===== src/rtl/r_type_sequencer.sv =====
// rtl/r_type_sequencer.sv - multicycle sequencer for one RISC-V R-type instruction at a time
// Owns register-file read strobes, ALU operands and write-back for OP / OP-32 encodings.
module r_type_sequencer #(
    parameter int WORDSIZE = 64,
    parameter int SIZE     = 32
) (
    input  logic                clk,
    input  logic                reset,
    input  logic                instr_valid,
    output logic                instr_ready,
    input  logic [SIZE-1:0]     instruction,
    output logic [4:0]          rs1_addr,
    output logic [4:0]          rs2_addr,
    output logic                rs_read_en,
    input  logic [WORDSIZE-1:0] rs1_data,
    input  logic [WORDSIZE-1:0] rs2_data,
    output logic [WORDSIZE-1:0] alu_a,
    output logic [WORDSIZE-1:0] alu_b,
    output logic [3:0]          alu_op,
    output logic                alu_word,
    input  logic [WORDSIZE-1:0] alu_result,
    output logic [4:0]          rd_addr,
    output logic [WORDSIZE-1:0] rd_data,
    output logic                rd_we,
    output logic                done,
    output logic                illegal,
    output logic [31:0]         retired_count
);

    localparam logic [6:0] OPC_OP    = 7'b0110011;
    localparam logic [6:0] OPC_OP32  = 7'b0111011;
    localparam logic [6:0] F7_BASE   = 7'b0000000;
    localparam logic [6:0] F7_ALT    = 7'b0100000;

    localparam logic [3:0] ALU_ADD  = 4'd0;
    localparam logic [3:0] ALU_SUB  = 4'd1;
    localparam logic [3:0] ALU_SLL  = 4'd2;
    localparam logic [3:0] ALU_SLT  = 4'd3;
    localparam logic [3:0] ALU_SLTU = 4'd4;
    localparam logic [3:0] ALU_XOR  = 4'd5;
    localparam logic [3:0] ALU_SRL  = 4'd6;
    localparam logic [3:0] ALU_SRA  = 4'd7;
    localparam logic [3:0] ALU_OR   = 4'd8;
    localparam logic [3:0] ALU_AND  = 4'd9;

    typedef enum logic [2:0] {
        S_IDLE    = 3'd0,
        S_DECODE  = 3'd1,
        S_READ    = 3'd2,
        S_EXEC    = 3'd3,
        S_WB      = 3'd4,
        S_ILLEGAL = 3'd5
    } state_t;

    state_t          state;
    logic [SIZE-1:0] instr_q;

    logic [6:0] funct7;
    logic [6:0] opcode;
    logic [2:0] funct3;
    logic       sub_sra;
    logic       f3_ok;
    logic       f7_ok;
    logic       dec_legal;
    logic       dec_word;
    logic [3:0] dec_op;

    assign funct7 = instr_q[31:25];
    assign funct3 = instr_q[14:12];
    assign opcode = instr_q[6:0];

    always_comb begin
        dec_word  = (opcode == OPC_OP32);
        sub_sra   = (funct3 == 3'b000) || (funct3 == 3'b101);
        // OP-32 only has ADD/SUB, SLL, SRL/SRA
        f3_ok     = (opcode == OPC_OP) || sub_sra || (funct3 == 3'b001);
        f7_ok     = (funct7 == F7_BASE) || ((funct7 == F7_ALT) && sub_sra);
        dec_legal = ((opcode == OPC_OP) || (opcode == OPC_OP32)) && f3_ok && f7_ok;
        dec_op    = ALU_ADD;
        case (funct3)
            3'b000:  dec_op = funct7[5] ? ALU_SUB : ALU_ADD;
            3'b001:  dec_op = ALU_SLL;
            3'b010:  dec_op = ALU_SLT;
            3'b011:  dec_op = ALU_SLTU;
            3'b100:  dec_op = ALU_XOR;
            3'b101:  dec_op = funct7[5] ? ALU_SRA : ALU_SRL;
            3'b110:  dec_op = ALU_OR;
            default: dec_op = ALU_AND;
        endcase
    end

    // Write-back data comes straight from the combinational ALU during WB
    assign rd_data = (state == S_WB) ? alu_result : '0;

    always_ff @(posedge clk) begin
        if (reset) begin
            state         <= S_IDLE;
            instr_q       <= '0;
            instr_ready   <= 1'b1;
            rs1_addr      <= '0;
            rs2_addr      <= '0;
            rd_addr       <= '0;
            rs_read_en    <= 1'b0;
            alu_a         <= '0;
            alu_b         <= '0;
            alu_op        <= '0;
            alu_word      <= 1'b0;
            rd_we         <= 1'b0;
            done          <= 1'b0;
            illegal       <= 1'b0;
            retired_count <= '0;
        end else begin
            rs_read_en <= 1'b0;
            rd_we      <= 1'b0;
            done       <= 1'b0;
            illegal    <= 1'b0;
            case (state)
                S_IDLE: begin
                    if (instr_valid) begin
                        instr_q     <= instruction;
                        instr_ready <= 1'b0;
                        state       <= S_DECODE;
                    end
                end
                S_DECODE: begin
                    rs1_addr <= instr_q[19:15];
                    rs2_addr <= instr_q[24:20];
                    rd_addr  <= instr_q[11:7];
                    alu_op   <= dec_op;
                    alu_word <= dec_word;
                    if (dec_legal) begin
                        rs_read_en <= 1'b1;
                        state      <= S_READ;
                    end else begin
                        done    <= 1'b1;
                        illegal <= 1'b1;
                        state   <= S_ILLEGAL;
                    end
                end
                S_READ: begin
                    state <= S_EXEC;
                end
                S_EXEC: begin
                    alu_a         <= rs1_data;
                    alu_b         <= rs2_data;
                    done          <= 1'b1;
                    rd_we         <= (rd_addr != 5'd0);
                    retired_count <= retired_count + 32'd1;
                    state         <= S_WB;
                end
                S_WB, S_ILLEGAL: begin
                    instr_ready <= 1'b1;
                    state       <= S_IDLE;
                end
                default: begin
                    instr_ready <= 1'b1;
                    state       <= S_IDLE;
                end
            endcase
        end
    end

endmodule


===== config.mk =====
export PLATFORM = sky130hd
export DESIGN_NAME = r_type_sequencer
export DESIGN_NICKNAME = d
export VERILOG_FILES = /design/src/rtl/r_type_sequencer.sv
export SDC_FILE = /design/constraint.sdc
export NUM_CORES = 1
export LEC_CHECK = 0
export BUFFER_PORTS_ARGS = -buffer_cell sky130_fd_sc_hd__buf_4
export CAP_MARGIN = 20
export CORE_AREA = 2 2 186 188
export CTS_BUF_LIST = sky130_fd_sc_hd__clkbuf_4 sky130_fd_sc_hd__clkbuf_8
export DETAILED_ROUTE_END_ITERATION = 8
export DIE_AREA = 0 0 188 190
export GPL_TIMING_DRIVEN = 0
export PLACE_DENSITY = 0.51
export SLEW_MARGIN = 20
export SYNTH_ARGS = -nofsm -noshare
export SYNTH_HDL_FRONTEND = slang
export SYNTH_SLANG_ARGS = --single-unit

===== constraint.sdc =====
create_clock -name clk -period 2.1 [get_ports clk]
set_input_delay 0.42 -clock clk [delete_from_list [all_inputs] [get_ports clk]]
set_output_delay 0.42 -clock clk [all_outputs]
set_load 0.03 [all_outputs]

==> results.toml, run 1 <==
[yosys]
synth_ff_type = "dfxtp_1"
ys_seq_area_frac = 0.518
yosysWarnings = 0
ys_top_cells_by_area = "dfxtp_1, nand2_1, a21oi_1, and2_1, clkbuf_1"
synth_top_area_frac = 0.518
synth-async-reset-ratio = 0
synth_edf_count = 0
syn-mean-instance-area_um2 = 7.85
synth_top_area_cell = "dfxtp_1"
synth_seq_cells = 220
ys_types = 42
synthCells = 1083
synth_nets = 1311
netlist_area_um2 = 8500

[detailed_routing]
wl_per_cell_um = 16.9
dr.pass1.iters = 5
antenna_left = 0
drt_iter0_drc = 364
vias = 9258
via_per_inst = 4.40
route.detailed.drc = 0
wl_um = 35600

[pwr]
leakage_nw = 6.02
p_per_area_nw_per_um2 = 674
power_mw = 9.61
max-vdd-ir-drop_mv = 0.391

[placed_design]
portBuffers = 475
place_area_um2 = 12600
gp_congestion = 0.825
dp_hpwl_um = 26300

[setup_path]
crit_path_start = "state[1]$_SDFFE_PP0P_"
r2r-end = "retired_count[25]$_SDFFE_PP0P_"
reg2reg_slack_ns = 0.09
crit_end = "rd_data[28]"
criticalPathCategory = "reg -> out"
worstReg2RegStart = "retired_count[1]$_SDFFE_PP0P_"
cp.arrival_ns = 1.88
reg2reg_depth = 6
cp.required_ns = 1.68
startpoint_type = "register"
crit_fanout = 5
end_kind = "output port"

[sta]
drv_slew = 0
fmax_ghz = 0.434
slew_headroom = 0.401
setup_viol = 64
worst_slew_pin_slew_ns = 0.898
hold_viol = 0
layout_setup_ws_ns = -0.203
fin_crit_sh = 1.10
rsz0062_at_grt = "true"
fin_skew_ns = 0.0127
period_needed_ns = 2.30

[layout]
drive_gt1_frac = 0.416
post-route-util = 0.420
area_growth_pct = 67.7
nFillCells = 3530
nNetsFinal = 1841
design_area_um2 = 14300

[floorplanning]
start_util = 0.250
ios = 476
core-area_um2 = 33900
fp.dieH_um = 190
die_w_um = 188
core.rowCount = 68
die_area_um2 = 35700

[grt]
grt_first_pass_wirelength_um = 52600
grt_pass1_vias = 8849
gr-usage-all-layers = 0.188
grt_antenna_before_repair = 2
grt_max_degree = 12
grt_remaining_overflow = 0

[clocking]
cts_tree = "yes"
htree_levels = 2
cts_buffers = 42
clock_latency_ns = 0.53
postCtsHoldBufs = 0
clk_pin_slew_ns = 0.06
cts_max_path_buffers = 3
clock_sink_count = 220
cts_root_buf = "clkbuf_8"

[run_status]
status = "complete, but fails checks"
violations = "setup timing"

[min_path]
hold_path.class = "in -> reg"

[run]
drv_cap = 0
through the flow:
step	worst slack, ns	setup TNS (ns)	std cells	hold WS [ns]
global placement	-0.635	-78.07	2013	0.434
global route	-0.271	-15.55	2103	0.0970
CTS	-0.294	-14.33	2100	0.0894
detailed placement	-0.654	-87.41	2013	0.441
finish	-0.203	-10.66	2104	0.129
floorplan	0.00378	0	1083	0.431
kinds of logic after synthesis:
family                   synth area share
AND/OR/NAND/NOR                     0.288
flip-flops                          0.518
AO/OA/AOI/OAI                       0.132
buffers and inverters              0.0391
XOR/XNOR                           0.0113
multiplexers                       0.0106
adder cells (fa/ha/maj)           0.00147
worst max-delay path: stages, from the launching register on:
cell and delay, ns:
dfxtp_4 0.35, clkbuf_16 0.14, nor3b_4 0.25, buf_6 0.18
clkbuf_16 0.14, and2_4 0.16, buf_6 0.13
cell usage after synthesis, types with 8 or more instances:
library cell,number
nand3_1,12
a21oi_1,191
nand2_1,371
mux2_2,8
and2_1,64
nor4_1,9
nor2b_1,10
dfxtp_1,220
or3_1,9
clkbuf_1,78
xnor2_1,9
nor2_1,25
nor3_1,8
cell type report:
cell class | count | area (µm²) | area share
multi-input cells | 777 | 3980 | 0.279
flip-flops and latches | 220 | 4420 | 0.310
repair buffers | 489 | 3960 | 0.277
plain buffers | 78 | 424 | 0.0297
clock buffers | 71 | 840 | 0.0589
diodes | 2 | 5.00 | 0.000351
well taps | 455 | 569 | 0.0399
inverters | 5 | 18.8 | 0.00132
clock inverters | 7 | 43.8 | 0.00307
layer usage:
metal | track usage | vias to the layer above | routed length (µm) | share of wire
met5 | 0 | - | 0 | 0
met3 | 0.0511 | 78 | 2300 | 0.065
li1 | - | 4637 | - | -
met4 | 0.0627 | 0 | 878 | 0.025
met2 | 0.298 | 271 | 16500 | 0.47
met1 | 0.248 | 4272 | 15800 | 0.45
sequential cells by signal, indices dropped and copies added, names as in the netlist, 3 cells and up:
signal / flops
rs1_addr: 5
alu_op: 4
retired_count: 32
rd_addr: 5
state: 3
instr_q: 32
rs2_addr: 5
alu_a: 64
alu_b: 64
worst min-delay path by stage:
stage	end	start	slack, ns	cells after the start
3_5_place_dp	instr_ready$_SDFFE_PP1P_	instr_ready$_SDFFE_PP1P_	0.44	2
3_3_place_gp	instr_ready$_SDFFE_PP1P_	instr_ready$_SDFFE_PP1P_	0.43	2
5_1_grt	alu_a[59]$_SDFFE_PP0P_	rs1_data[59]	0.1	3
6_report	alu_b[58]$_SDFFE_PP0P_	rs2_data[58]	0.13	3
4_1_cts	alu_b[25]$_SDFFE_PP0P_	rs2_data[25]	0.09	3
2_1_floorplan	instr_q[4]$_SDFFE_PP0P_	instr_q[4]$_SDFFE_PP0P_	0.43	2
power breakdown:
part	total [mW]	leakage (nW)	internal [mW]	switching, mW
combinational	0.956	3.76	0.500	0.456
sequential	4.27	1.78	4.23	0.0361
clock	4.39	0.474	2.52	1.87
what timing repair did:
action | CTS | global route
pin swaps | 20 | 18
setup endpoints to repair | 172 | 127
setup buffers | 7 | 3
resized for setup | 150 | 54
gates cloned | 5 | 0
cell usage in the layout, fill, tap and decap left out, types with 3 or more instances in the layout:
master    count
buf_4       419
mux2_2        7
xnor2_1       9
nor3_1        8
nor2b_1      10
buf_8         4
nor4_1        6
or4_1         7
nand3_1      11
buf_6        67
clkbuf_1     52
nor2_1       24
a21oi_1     191
dfxtp_4       3
o31ai_1       7
clkbuf_2     15
clkinv_2      4
and2_1        6
nand2_1     371
nand4_1       6
or3_1         8
and2_4       58
clkbuf_8     54
and4_1        4
inv_1         5
clkbuf_4     23
dfxtp_2       5
dfxtp_1     212
nor4_2        3
o21ai_0       7
Note: power is estimated with default switching activity, not from simulation.
==> run 2: changes to the inputs <==
==> constraint.sdc (replaced) <==
create_clock -name clk -period 2.1 [get_ports clk]
set_input_delay 0.21 -clock clk [delete_from_list [all_inputs] [get_ports clk]]
set_output_delay 0.21 -clock clk [all_outputs]
set_load 0.03 [all_outputs]
==> run 2 against run 1 <==
Effect of this change: the flow still finishes with violations (setup timing); combinational power rose by 29%; maximum frequency rose by 8.3%; sequential share of layout area fell by 3.3 points; sequential power barely moved; power rose by 3.1%; critical path depth rose by 1; non-clock buffer count rose by 165; clock power barely moved; first-iteration DRC count rose by 6.9%; largest cell class is now buffers.
==> results.toml, run 2 (synthesis gave the netlist of run 1 again) <==
[layout]
nNetsFinal = 2006
drive_gt1_frac = 0.385
final_cell_mix = "buf_4, nand2_1, dfxtp_1"
final_cell_count_no_fill = 2267
layout_commonest_cell = "buf_4"
area_growth_pct = 87.8
nFillCells = 3331
reg.largest.list = "alu_a (64), alu_b (64)"
diodes = 0

[pwr]
leakage_nw = 6.76
max-vdd-ir-drop_mv = 0.383
p_per_area_nw_per_um2 = 621
power_mw = 9.91

[clocking]
htree_levels = 2
cts_root_buf = "clkbuf_8"
clk_pin_slew_ns = 0.06
clock_latency_ns = 0.54
cts_tree = "yes"
cts_buffers = 42
cts_max_path_buffers = 3
clock_sink_count = 220

[floorplanning]
die_w_um = 188
die_area_um2 = 35700
core-area_um2 = 33900
start_util = 0.250
ios = 476
core.rowCount = 68
fp.dieH_um = 190

[placed_design]
placedCellCount = 2013
pre_cts_ws_ns = -0.490
gp_congestion = 0.825
dp_hpwl_um = 26300
portBuffers = 475

[detailed_routing]
route.detailed.drc = 0
antenna_left = 0
dr.pass1.iters = 5
wl_per_cell_um = 16.3
via_per_inst = 4.37
vias = 9913
drt_iter0_drc = 389
wl_um = 37000

[run_status]
status = "complete, but fails checks"
violations = "setup timing"

[sta]
rsz0062_at_grt = "true"
layout_setup_ws_ns = -0.0270
worst_slew_pin_slew_ns = 0.903
fin_skew_ns = 0.0109
fin_crit_sh = 1.01
slew_headroom = 0.398
period_needed_ns = 2.13
setup_viol = 25
hold_viol = 0
fmax_ghz = 0.470
fin_setup_tns_ns = -0.352
drv_slew = 0

[setup_path]
worstReg2RegStart = "retired_count[3]$_SDFFE_PP0P_"
cp.arrival_ns = 1.92
end_kind = "output port"
startpoint_type = "register"
criticalPathCategory = "reg -> out"
r2r-end = "retired_count[25]$_SDFFE_PP0P_"
crit_fanout = 6
crit_end = "rd_data[16]"
cp.required_ns = 1.89
reg2reg_slack_ns = 0.10
crit_path_start = "state[1]$_SDFFE_PP0P_"
reg2reg_depth = 5

[grt]
grt_antenna_before_repair = 0
grt_remaining_overflow = 0
grt_pass1_vias = 9738
grt_max_degree = 12
gr-usage-all-layers = 0.197
grt_first_pass_wirelength_um = 55500

[run]
drv_cap = 0

[min_path]
hold_path.class = "in -> reg"
[run 2: cell count changes in the layout (fill, tap and decap cells not counted), sizes merged]
cell,change
clkbuf,-2
buf,+5
dlygate4sd3,+162
diode,-2
[run 2: through the flow]
| stage | hold WS [ns] | utilization | instance area, µm² |
|---|---|---|---|
| after CTS | 0.0424 | 0.469 | 15900 |
| after floorplan | 0.330 | - | 8510 |
| after global placement | 0.434 | 0.373 | 12600 |
| after detailed placement | 0.441 | 0.373 | 12600 |
| final | 0.0795 | 0.470 | 16000 |
| after global routing | 0.0865 | 0.470 | 16000 |
[run 2: layer usage]
| layer | share of wire | GRT usage |
|---|---|---|
| met5 | 0 | 0 |
| met4 | 0.024 | 0.0612 |
| met3 | 0.061 | 0.0494 |
| met2 | 0.47 | 0.322 |
| met1 | 0.44 | 0.255 |
[run 2: report_power, final]
| part | internal (mW) | leakage (nW) | switching (mW) | total [mW] |
|---|---|---|---|---|
| sequential | 4.23 | 1.78 | 0.0363 | 4.27 |
| combinational | 0.712 | 4.50 | 0.523 | 1.23 |
| clock | 2.52 | 0.474 | 1.89 | 4.41 |
[run 2: worst min-delay path by stage]
stage,from,end,slack (ns),cells after the start
detailed placement,instr_ready$_SDFFE_PP1P_,instr_ready$_SDFFE_PP1P_,0.44,2
global placement,instr_ready$_SDFFE_PP1P_,instr_ready$_SDFFE_PP1P_,0.43,2
floorplan,reset,instr_ready$_SDFFE_PP1P_,0.33,2
finish,reset,retired_count[31]$_SDFFE_PP0P_,0.08,3
CTS,reset,retired_count[31]$_SDFFE_PP0P_,0.04,3
global route,reset,retired_count[20]$_SDFFE_PP0P_,0.09,3
[run 2: critical path: stages (launching register included)]
cell	delay, ns
dfxtp_4	0.35
clkbuf_16	0.14
nor3b_4	0.20
buf_6	0.15
buf_12	0.13
clkbuf_8	0.14
and2_4	0.14
buf_6	0.13
[run 2: cell type report]
type                    instances  area [µm²]  share of cell area
repair buffers                655        5650               0.354
flip-flops and latches        220        4420               0.277
multi-input cells             777        3990               0.250
clock buffers                  71         840              0.0526
well taps                     455         569              0.0357
plain buffers                  77         438              0.0274
clock inverters                 7        43.8             0.00274
inverters                       5        18.8             0.00118
[run 2: what timing repair did]
item | in CTS | in global routing
pin swaps | 58 | 12
resized for setup | 180 | 40
hold buffers | 162 | 0
gates cloned | 8 | 0
setup buffers | 9 | 3
endpoints found under the hold margin | 162 | 0
endpoints found under the setup margin | 172 | 125
